--- src/rtl/mc_main_ctrl.sv ---
// Multi-cycle MIPS main control FSM; optional addi support under `MC_ADDI_EN.
// Latency: R 4, lw 5, sw 4, beq 3, j 3, addi 4 cycles plus one per memory wait cycle.
// Backpressure: stalls in FETCH/MEMRD/MEMWR until mem_ready; aborts after WAIT_MAX wait cycles.
module mc_main_ctrl #(
    parameter int WAIT_MAX = 15
) (
    input  logic       clk,
    input  logic       rst,
    input  logic [5:0] opcode,
    input  logic       mem_ready,
    output logic       pc_write,
    output logic       pc_write_cond,
    output logic       i_or_d,
    output logic       mem_read,
    output logic       mem_write,
    output logic       ir_write,
    output logic       mem_to_reg,
    output logic       reg_dst,
    output logic       reg_write,
    output logic       alu_src_a,
    output logic [1:0] alu_src_b,
    output logic [1:0] pc_src,
    output logic [1:0] alu_op,
    output logic [3:0] state,
    output logic       instr_done,
    output logic       illegal,
    output logic       mem_err
);

    typedef enum logic [3:0] {
        S_FETCH  = 4'd0,
        S_DECODE = 4'd1,
        S_MEMADR = 4'd2,
        S_MEMRD  = 4'd3,
        S_MEMWB  = 4'd4,
        S_MEMWR  = 4'd5,
        S_EXEC   = 4'd6,
        S_RWB    = 4'd7,
        S_BRANCH = 4'd8,
        S_JUMP   = 4'd9,
        S_ADDIEX = 4'd10,
        S_ADDIWB = 4'd11
    } state_t;

    localparam logic [5:0] OP_RTYPE = 6'b000000;
    localparam logic [5:0] OP_LW    = 6'b100011;
    localparam logic [5:0] OP_SW    = 6'b101011;
    localparam logic [5:0] OP_BEQ   = 6'b000100;
    localparam logic [5:0] OP_J     = 6'b000010;
`ifdef MC_ADDI_EN
    localparam logic [5:0] OP_ADDI  = 6'b001000;
`endif

    localparam int            CW        = (WAIT_MAX > 1) ? $clog2(WAIT_MAX) : 1;
    localparam bit            TO_EN     = (WAIT_MAX > 0);
    localparam logic [CW-1:0] WAIT_LAST = CW'((WAIT_MAX > 0) ? WAIT_MAX - 1 : 0);

    state_t        state_q, state_d;
    logic [CW-1:0] wait_cnt_q, wait_cnt_d;
    logic          mem_wait;

    always_ff @(posedge clk) begin
        if (rst) begin
            state_q    <= S_FETCH;
            wait_cnt_q <= '0;
        end else begin
            state_q    <= state_d;
            wait_cnt_q <= wait_cnt_d;
        end
    end

    always_comb begin
        state_d       = state_q;
        wait_cnt_d    = '0;
        mem_wait      = 1'b0;
        pc_write      = 1'b0;
        pc_write_cond = 1'b0;
        i_or_d        = 1'b0;
        mem_read      = 1'b0;
        mem_write     = 1'b0;
        ir_write      = 1'b0;
        mem_to_reg    = 1'b0;
        reg_dst       = 1'b0;
        reg_write     = 1'b0;
        alu_src_a     = 1'b0;
        alu_src_b     = 2'b00;
        pc_src        = 2'b00;
        alu_op        = 2'b00;
        instr_done    = 1'b0;
        illegal       = 1'b0;
        mem_err       = 1'b0;

        case (state_q)
            S_DECODE: begin
                alu_src_b = 2'b11;
                case (opcode)
                    OP_RTYPE:     state_d = S_EXEC;
                    OP_LW, OP_SW: state_d = S_MEMADR;
                    OP_BEQ:       state_d = S_BRANCH;
                    OP_J:         state_d = S_JUMP;
`ifdef MC_ADDI_EN
                    OP_ADDI:      state_d = S_ADDIEX;
`endif
                    default: begin
                        illegal    = 1'b1;
                        instr_done = 1'b1;
                        state_d    = S_FETCH;
                    end
                endcase
            end
            S_MEMADR: begin
                alu_src_a = 1'b1;
                alu_src_b = 2'b10;
                state_d   = (opcode == OP_LW) ? S_MEMRD : S_MEMWR;
            end
            S_MEMRD: begin
                mem_read = 1'b1;
                i_or_d   = 1'b1;
                mem_wait = 1'b1;
                if (mem_ready) begin
                    state_d = S_MEMWB;
                end
            end
            S_MEMWB: begin
                reg_write  = 1'b1;
                mem_to_reg = 1'b1;
                instr_done = 1'b1;
                state_d    = S_FETCH;
            end
            S_MEMWR: begin
                mem_write = 1'b1;
                i_or_d    = 1'b1;
                mem_wait  = 1'b1;
                if (mem_ready) begin
                    instr_done = 1'b1;
                    state_d    = S_FETCH;
                end
            end
            S_EXEC: begin
                alu_src_a = 1'b1;
                alu_op    = 2'b10;
                state_d   = S_RWB;
            end
            S_RWB: begin
                reg_write  = 1'b1;
                reg_dst    = 1'b1;
                instr_done = 1'b1;
                state_d    = S_FETCH;
            end
            S_BRANCH: begin
                alu_src_a     = 1'b1;
                alu_op        = 2'b01;
                pc_write_cond = 1'b1;
                pc_src        = 2'b01;
                instr_done    = 1'b1;
                state_d       = S_FETCH;
            end
            S_JUMP: begin
                pc_write   = 1'b1;
                pc_src     = 2'b10;
                instr_done = 1'b1;
                state_d    = S_FETCH;
            end
`ifdef MC_ADDI_EN
            S_ADDIEX: begin
                alu_src_a = 1'b1;
                alu_src_b = 2'b10;
                state_d   = S_ADDIWB;
            end
            S_ADDIWB: begin
                reg_write  = 1'b1;
                instr_done = 1'b1;
                state_d    = S_FETCH;
            end
`endif
            // FETCH, plus any encoding with no state of its own
            default: begin
                mem_read  = 1'b1;
                alu_src_b = 2'b01;
                mem_wait  = 1'b1;
                if (mem_ready) begin
                    pc_write = 1'b1;
                    ir_write = 1'b1;
                    state_d  = S_DECODE;
                end
            end
        endcase

        // A completing access always beats the timeout in the same cycle.
        if (mem_wait && !mem_ready) begin
            if (TO_EN && (wait_cnt_q == WAIT_LAST)) begin
                mem_err    = 1'b1;
                state_d    = S_FETCH;
                wait_cnt_d = '0;
            end else if (TO_EN) begin
                wait_cnt_d = wait_cnt_q + CW'(1);
            end
        end

        if (rst) begin
            pc_write      = 1'b0;
            pc_write_cond = 1'b0;
            i_or_d        = 1'b0;
            mem_read      = 1'b0;
            mem_write     = 1'b0;
            ir_write      = 1'b0;
            mem_to_reg    = 1'b0;
            reg_dst       = 1'b0;
            reg_write     = 1'b0;
            alu_src_a     = 1'b0;
            alu_src_b     = 2'b00;
            pc_src        = 2'b00;
            alu_op        = 2'b00;
            instr_done    = 1'b0;
            illegal       = 1'b0;
            mem_err       = 1'b0;
        end
    end

    assign state = state_q;

endmodule

--- config.mk ---
export PLATFORM = sky130hd
export DESIGN_NAME = mc_main_ctrl
export DESIGN_NICKNAME = d
export VERILOG_FILES = /design/src/rtl/mc_main_ctrl.sv
export SDC_FILE = /design/constraint.sdc
export NUM_CORES = 1
export LEC_CHECK = 0
export BUFFER_PORTS_ARGS = -buffer_cell sky130_fd_sc_hd__buf_4
export CAP_MARGIN = 0
export CORE_MARGIN = 5
export CORE_UTILIZATION = 30
export DETAILED_ROUTE_END_ITERATION = 10
export SLEW_MARGIN = 25
export SYNTH_ARGS = -nofsm -noshare
export SYNTH_HDL_FRONTEND = slang
export SYNTH_SLANG_ARGS = --single-unit
--- constraint.sdc ---
create_clock -name clk -period 1.79 [get_ports clk]
set_input_delay 0.0895 -clock clk [delete_from_list [all_inputs] [get_ports clk]]
set_output_delay 0.0895 -clock clk [all_outputs]
set_load 0.005 [all_outputs]
**After elaboration in Yosys (flattened, before gate mapping)**

Cells that the tools add are included.

- Input port bits: 9
- Output and inout port bits: 23
- Bits in registers: 8

- $add $sub $neg: 1
- Bitwise operators: 1
- Reductions and logical operators: 15
- Eq/ne operators: 14
- Mux-type cells: 44

Operators by type and width:

| cell | number |
|---|---|
| $mux W1 | 28 |
| $pmux W4 S6 | 1 |
| $mux W4 | 5 |
| $eq A4 B3 Y1 const B | 4 |
| $pmux W4 S4 | 1 |
| $reduce_or A8 Y1 | 2 |
| $reduce_or A7 Y1 | 2 |
| $eq A4 B4 Y1 const B | 3 |
| $eq A6 B6 Y1 const B | 2 |
| $reduce_or A9 Y1 | 1 |
| $eq A4 B2 Y1 const B | 2 |
| $pmux W2 S2 | 2 |
| $eq A6 B2 Y1 const B | 1 |
| $eq A6 B3 Y1 const B | 1 |
| $logic_not A6 Y1 | 1 |
| $mux W2 | 3 |
| $pmux W2 S3 | 1 |
| $reduce_or A2 Y1 | 3 |
| $reduce_or A3 Y1 | 2 |
| $reduce_or A5 Y1 | 1 |
| $add A4 B1 Y4 const B | 1 |
| $eq A4 B1 Y1 const B | 1 |
| $reduce_or A4 Y1 | 1 |
| $mux W3 | 1 |
| 5 further kinds | 5 |

**Longest topological paths before layout**

Gate-level depths: netlist of run 1.

- Depth after elaboration: 6
- Gate-level depth with buffers: 5
- Mapped depth without buffers: 4

**Least setup slack after synthesis of run 1**

Ideal clock, no wire load.

- Path kind: reg-to-output
- From: register state_q[3], in the netlist state[3]
- To: output instr_done
- Required time: 1.701 ns
- Path slack: 0.389 ns
- Data arrival time: 1.312 ns
- Path buffers: 1
- Cell stages (with the launch flop): 5
- Cell sequence: dfxtp_1 > buf_6 > or3b_2 > nor3_1 > o21bai_1

- Longest elaborated chain between the ends: 4
- Elaborated cells on any way between the ends: 9

RTL lines:

| item | RTL line | source |
|---|---|---|
| start: declaration | 58 | `state_t state_q, state_d;` |
| start signal: assignment | 67 | `state_q <= state_d;` |
| $eq A4 B4 Y1 or $eq A4 B3 Y1 (tied branches) | 93 | `case (state_q)` |
| $reduce_or A4 Y1 (no source line) | - |  |
| $pmux W1 S3 * | 93 |  |
| $mux W1 * | 200 | `if (rst) begin` |
| end: declaration | 25 | `output logic instr_done,` |

Mark *: on every way between the ends. The rest lies on a longest branch, timed or not.

**Worst setup path in the final report of run 1**

- From: register state_q[2], in the netlist state[2]
- To: output mem_err

- Longest elaborated chain between the ends: 6
- Elaborated cells on any way between the ends: 12

RTL lines:

| item | RTL line | source |
|---|---|---|
| $eq A4 B4 Y1, or another cell as far along | 93 |  |
| $reduce_or A7 Y1 (no source line) * | - |  |
| $mux W1 * | 93 |  |
| $logic_and A1 B1 Y1 * | 190 | `if (mem_wait && !mem_ready) begin` |
| $mux W1 * | 190 |  |
| $mux W1 * | 200 |  |
| end: declaration | 27 | `output logic mem_err` |

Marks and branches as above.

==> results of run 1 <==
[repair_timing]
item | CTS | global route
gates resized for setup | 6 | 6
pin swaps | 0 | 1
setup endpoints to repair | 2 | 2
buffers inserted | 0 | 1
[flip-flops by register name, indices dropped and copies added (netlist names)]
name / count
wait_cnt_q: 4
state: 4
[Yosys cell counts (all sizes together) (2+ instances only)]
| library cell | n | area, µm² |
|---|---|---|
| dfxtp | 8 | 160.2 |
| nor2 | 8 | 35.03 |
| nor3 | 8 | 40.04 |
| nor4 | 8 | 50.05 |
| buf | 7 | 41.29 |
| nand2 | 7 | 26.28 |
| nor2b | 6 | 37.54 |
| a21oi | 4 | 20.02 |
| xnor2 | 4 | 35.03 |
| and3 | 3 | 20.02 |
| clkbuf | 3 | 11.26 |
| inv | 3 | 11.26 |
| nand3 | 3 | 15.01 |
| nor3b | 3 | 22.52 |
| o21ai | 3 | 15.01 |
| or2 | 3 | 18.77 |
| a221oi | 2 | 17.52 |
| ha | 2 | 25.02 |
| o21bai | 2 | 15.01 |
| or3b | 2 | 17.52 |
| xor2 | 2 | 17.52 |
[power breakdown]
part	internal, mW	total (mW)	switching (mW)
Combinational	0.0799	0.162	0.0819
Sequential	0.182	0.191	0.00899
Clock	0.0772	0.145	0.0679
[kinds of logic (layout without fill, tap and decap cells)]
logic type               count (synthesis)  count (layout)  share of synthesized area [%]
AND/OR/NAND/NOR                         55              55                          37.60
AO/OA/AOI/OAI                           24              24                          24.96
buffers and inverters                   13              46                          7.669
flip-flops                               8               8                          19.25
XOR/XNOR                                 6               6                          6.316
adder cells (fa/ha/maj)                  2               2                          3.007
multiplexers                             1               1                          1.203
[worst min-delay path by stage]
stage	from	to	slack, ns
after floorplan	rst	mem_to_reg	0.22
after global placement	rst	state[1]$_SDFF_PP0_	0.43
after detailed placement	rst	state[1]$_SDFF_PP0_	0.44
after CTS	rst	state[1]$_SDFF_PP0_	0.15
after global routing	rst	state[1]$_SDFF_PP0_	0.18
final	rst	state[1]$_SDFF_PP0_	0.16
[per-stage QoR]
stage,setup slack [ns],hold slack (ns),TNS (ns),area (µm²)
final,0.06379,0.1639,0,1185
after global routing,-0.003021,0.1799,-0.003021,1185
after CTS,0.006904,0.1544,0,1150
after detailed placement,0.1501,0.4376,0,1111
after global placement,0.2186,0.4320,0,1111
after floorplan,0.3888,0.2176,0,832.0
[routing by layer]
metal,track usage (%),vias to the layer above,wire length [µm]
met1,15.86,475,1154
met4,4.244,0,31
met2,20.08,35,1251
met3,2.518,4,173
li1,-,476,-
met5,0,-,0
[area by class of cell]
cell class	count	share of cell area, %
flip-flops and latches	8	14.36
well taps	31	3.273
repair buffers	40	25.34
multi-input cells	88	54.17
inverters	3	0.9504
clock buffers	3	1.901
==> flow_summary.ini, run 1 <==
[die]
dieArea_um2 = 3927
floorplan.initialDensity_pct = 30.70
die_x_um = 62.67
die_h_um = 62.67
fp-row-count = 19
design.core.area_um2 = 2710
io_pins = 32

[clock_tree]
cts_buffer_depth = 2
clock_sinks = 8
insertion_delay_ns = 0.26
postCtsHoldBufs = 0
numCtsBuffers = 3
cts_root_buf = clkbuf_4
cts_htree_levels = 1
tritoncts = yes
path_clk_slew_ns = 0.06

[final_layout]
multiInputGateArea_um2 = 641.9
area_growth_pct = 42.41
utilization_pct = 43.72
register_area_um2 = 170.2
drive_above_1_share_pct = 43.66
fin_cells = 173
antennaDiodeCount = 0
fill_cells = 294
final_common_cell = buf_4
mostFrequentLayoutCells = buf_4 (40), nor4_1 (8), nand2_1 (7)
nNetsFinal = 155

[sta]
finalSetupViolCount = 0
slew_headroom_pct = 74.27
max_freq_mhz = 579.3
worstMarginPinSlew_ns = 0.3859
finalHoldViolCount = 0
drv_slew = 0
clock-skew-final_ns = 0.005805
period_needed_ns = 1.726
finalCritPeriodShare_pct = 96.44

[yosys]
synth_edf_count = 0
netlist_area_um2 = 832.0
synthCells = 109
ys_ff_latch = 8
synthFlopType = dfxtp_1
synth_cell_type_count = 45
synth_nets = 120
ys_seq_area_share_pct = 19.25
synth_warnings = 0
avgSynthCellArea_um2 = 7.633
async_flop_share_pct = 0

[global_routing]
grt_overflow = 0
grt_pass1_vias = 877
grt_pass1_wl_um = 4050
gr-usage-all-layers_pct = 12.28
antenna_found_initial = 0
grt_max_degree = 23

[drt]
via_per_inst = 5.723
finalWirelength_um = 2611
ant_nets = 0
drt-pass1-iter-count = 4
wire_per_inst_um = 15.09
drcViolationCount = 0
drtIter0Drc = 14
via_count = 990

[setup_path]
critPathLaunchType = flip-flop
r2r_slack_ns = 0.26
critPathMaxFanout = 9
rr_worst_depth = 4
crit_end = mem_err
end_kind = output port
path_cells = or2_2, o22ai_4, o21bai_4, nor3b_2, buf_4
cp.arrival_ns = 1.64
worstPathRequired_ns = 1.70
crit_type = reg -> out
cp_num_cells = 5
cp_slowest_stage_delay_ns = 0.37
path_delay_family = simple AND/OR/NAND/NOR gates
critPathSlowestCell = dfxtp_2
crit_buf_inv = 1
worstSetupStartpoint = state[2]$_SDFF_PP0_
rr_startpoint = state[1]$_SDFF_PP0_
crit-reg2reg-capture = state[0]$_SDFF_PP0_

[hold_path]
hold_path_class = in -> reg
min_path_cells = 2

[power_and_ir_drop]
vdd_drop_max_mv = 0.2427
p_total_mw = 0.4982
leakagePower_nw = 0.4948
p_per_area_nw_per_um2 = 420.5

[placement]
place.gp.congestion = 0.8155
dpl.hpwl_um = 1882
port_buffers = 31
dp_cells = 169

[run]
drv_cap = 0

[outcome]
status = finished clean
Note: power is estimated with default switching activity, not from simulation.
==> run 2, diff against run 1 <==
--- a/config.mk
+++ b/config.mk
@@ -10,6 +10,7 @@
 export CORE_MARGIN = 5
 export CORE_UTILIZATION = 30
 export DETAILED_ROUTE_END_ITERATION = 10
+export PLACE_DENSITY_LB_ADDON = 0.3
 export SLEW_MARGIN = 25
 export SYNTH_ARGS = -nofsm -noshare
 export SYNTH_HDL_FRONTEND = slang
==> constraint.sdc (replaced) <==
create_clock -name clk -period 1.79 [get_ports clk]
set_input_delay 0.179 -clock clk [delete_from_list [all_inputs] [get_ports clk]]
set_output_delay 0.179 -clock clk [all_outputs]
set_load 0.005 [all_outputs]
==> flow_summary.ini, run 2 (synthesis gave the netlist of run 1 again) <==
[sta]
max_freq_mhz = 586.6
finalCritPeriodShare_pct = 95.24
slew_headroom_pct = 76.20
clock-skew-final_ns = 0.01202
grt_setup_unrepaired = yes
finalHoldViolCount = 0
worst_slack_ns = 0.08518
worstMarginPinSlew_ns = 0.3569
period_needed_ns = 1.705
finalSetupViolCount = 0
drv_slew = 0

[global_routing]
grt_overflow = 0
grt_pass1_vias = 934
antenna_found_initial = 0
grt_max_degree = 22
gr-usage-all-layers_pct = 13.72
grt_pass1_wl_um = 4471

[clock_tree]
insertion_delay_ns = 0.27
clock_sinks = 8
path_clk_slew_ns = 0.06
cts_root_buf = clkbuf_4
cts_buffer_depth = 2
tritoncts = yes
cts_htree_levels = 1
numCtsBuffers = 3

[final_layout]
fin_cells = 178
mostFrequentLayoutCells = buf_4 (44), nor4_1 (8), nand2_1 (7)
drive_above_1_share_pct = 45.58
finalInstanceArea_um2 = 1234
antennaDiodeCount = 0
final_common_cell = buf_4
area_growth_pct = 48.27
nNetsFinal = 160

[setup_path]
end_kind = output port
cp.arrival_ns = 1.53
critPathMaxFanout = 10
critPathSlowestCell = or3b_4
cp_slowest_stage_delay_ns = 0.43
crit_type = reg -> out
worstPathRequired_ns = 1.61
critPathLaunchType = flip-flop
crit_buf_inv = 1
path_cells = or3b_4, nor3_2, o21bai_1, buf_4
path_delay_family = simple AND/OR/NAND/NOR gates

[placement]
place_ws_ns = 0.07231
dp_cells = 174
dpl.hpwl_um = 2055
port_buffers = 31
place.gp.congestion = 0.8115
placed_cell_area_um2 = 1149

[drt]
via_count = 972
wire_per_inst_um = 14.93
via_per_inst = 5.461
ant_nets = 0
finalWirelength_um = 2658
drcViolationCount = 0
drtIter0Drc = 14
drt-pass1-iter-count = 4

[power_and_ir_drop]
leakagePower_nw = 0.5164
p_per_area_nw_per_um2 = 412.9
vdd_drop_max_mv = 0.2860
p_total_mw = 0.5094

[run]
drv_cap = 0

[die]
die_x_um = 62.67
dieArea_um2 = 3927
design.core.area_um2 = 2710
die_h_um = 62.67
floorplan.initialDensity_pct = 30.70
fp-row-count = 19
io_pins = 32

[outcome]
status = finished clean

[hold_path]
hold_path_class = in -> reg
-- run 2: cell count changes in the layout (fill, tap and decap cells not counted), sizes merged --
cell,change
buf,+5
-- run 2: metrics by stage --
stage | utilization (%) | hold WS (ns) | setup TNS (ns)
detailed placement | 42.38 | 0.5096 | 0
global placement | 42.38 | 0.4866 | 0
finish | 45.52 | 0.3032 | 0
floorplan | - | 0.3947 | 0
CTS | 44.88 | 0.2951 | 0
global route | 45.52 | 0.3003 | -0.002053
-- run 2: timing repair --
item / in CTS / in global routing
gates cloned: 0 / 0
endpoints found under the setup margin: 5 / 2
hold buffers: 0 / 0
pin swaps: 1 / 3
gates resized for setup: 11 / 4
setup buffers: 1 / 0
-- run 2: area by class of cell --
| cell class | instances | area, µm² |
|---|---|---|
| Tap cell | 31 | 38.79 |
| Inverter | 3 | 11.26 |
| Clock buffer | 3 | 22.52 |
| Multi-Input combinational cell | 88 | 653.1 |
| Timing Repair Buffer | 45 | 341.6 |
| Sequential cell | 8 | 166.4 |
| Fill cell | 292 | 1476 |
-- run 2: routing by layer --
metal	GRT usage, %	vias to the layer above	share of wire, %
li1	-	483	-
met1	18.32	458	46
met2	21.89	28	49
met3	3.597	3	4.6
met4	3.183	0	0.98
met5	0	-	0
-- run 2: worst paths after layout --
| path | depth (start not counted) | slack [ns] | to | from |
|---|---|---|---|---|
| hold reg to reg | 1 | 0.51 | wait_cnt_q[0]$_SDFF_PP0_ | wait_cnt_q[0]$_SDFF_PP0_ |
| setup reg to reg | 5 | 0.11 | state[2]$_SDFF_PP0_ | state[3]$_SDFF_PP0_ |
| hold / removal | 4 | 0.30 | state[3]$_SDFF_PP0_ | opcode[2] |
| setup / recovery | 4 | 0.09 | instr_done | state[3]$_SDFF_PP0_ |
-- run 2: worst reg2reg max path: stages, from the launching register on --
cell and delay, ns:
dfxtp_2 0.37, buf_4 0.17, nor4_1 0.28, and4_1 0.28
a22oi_1 0.09, a221oi_1 0.37
-- run 2: power by group --
| group | internal (mW) | switching (mW) | total, mW |
|---|---|---|---|
| registers | 0.184 | 0.00882 | 0.193 |
| logic | 0.0865 | 0.0830 | 0.170 |
| clock network | 0.0773 | 0.0700 | 0.147 |
| total | 0.348 | 0.162 | 0.509 |
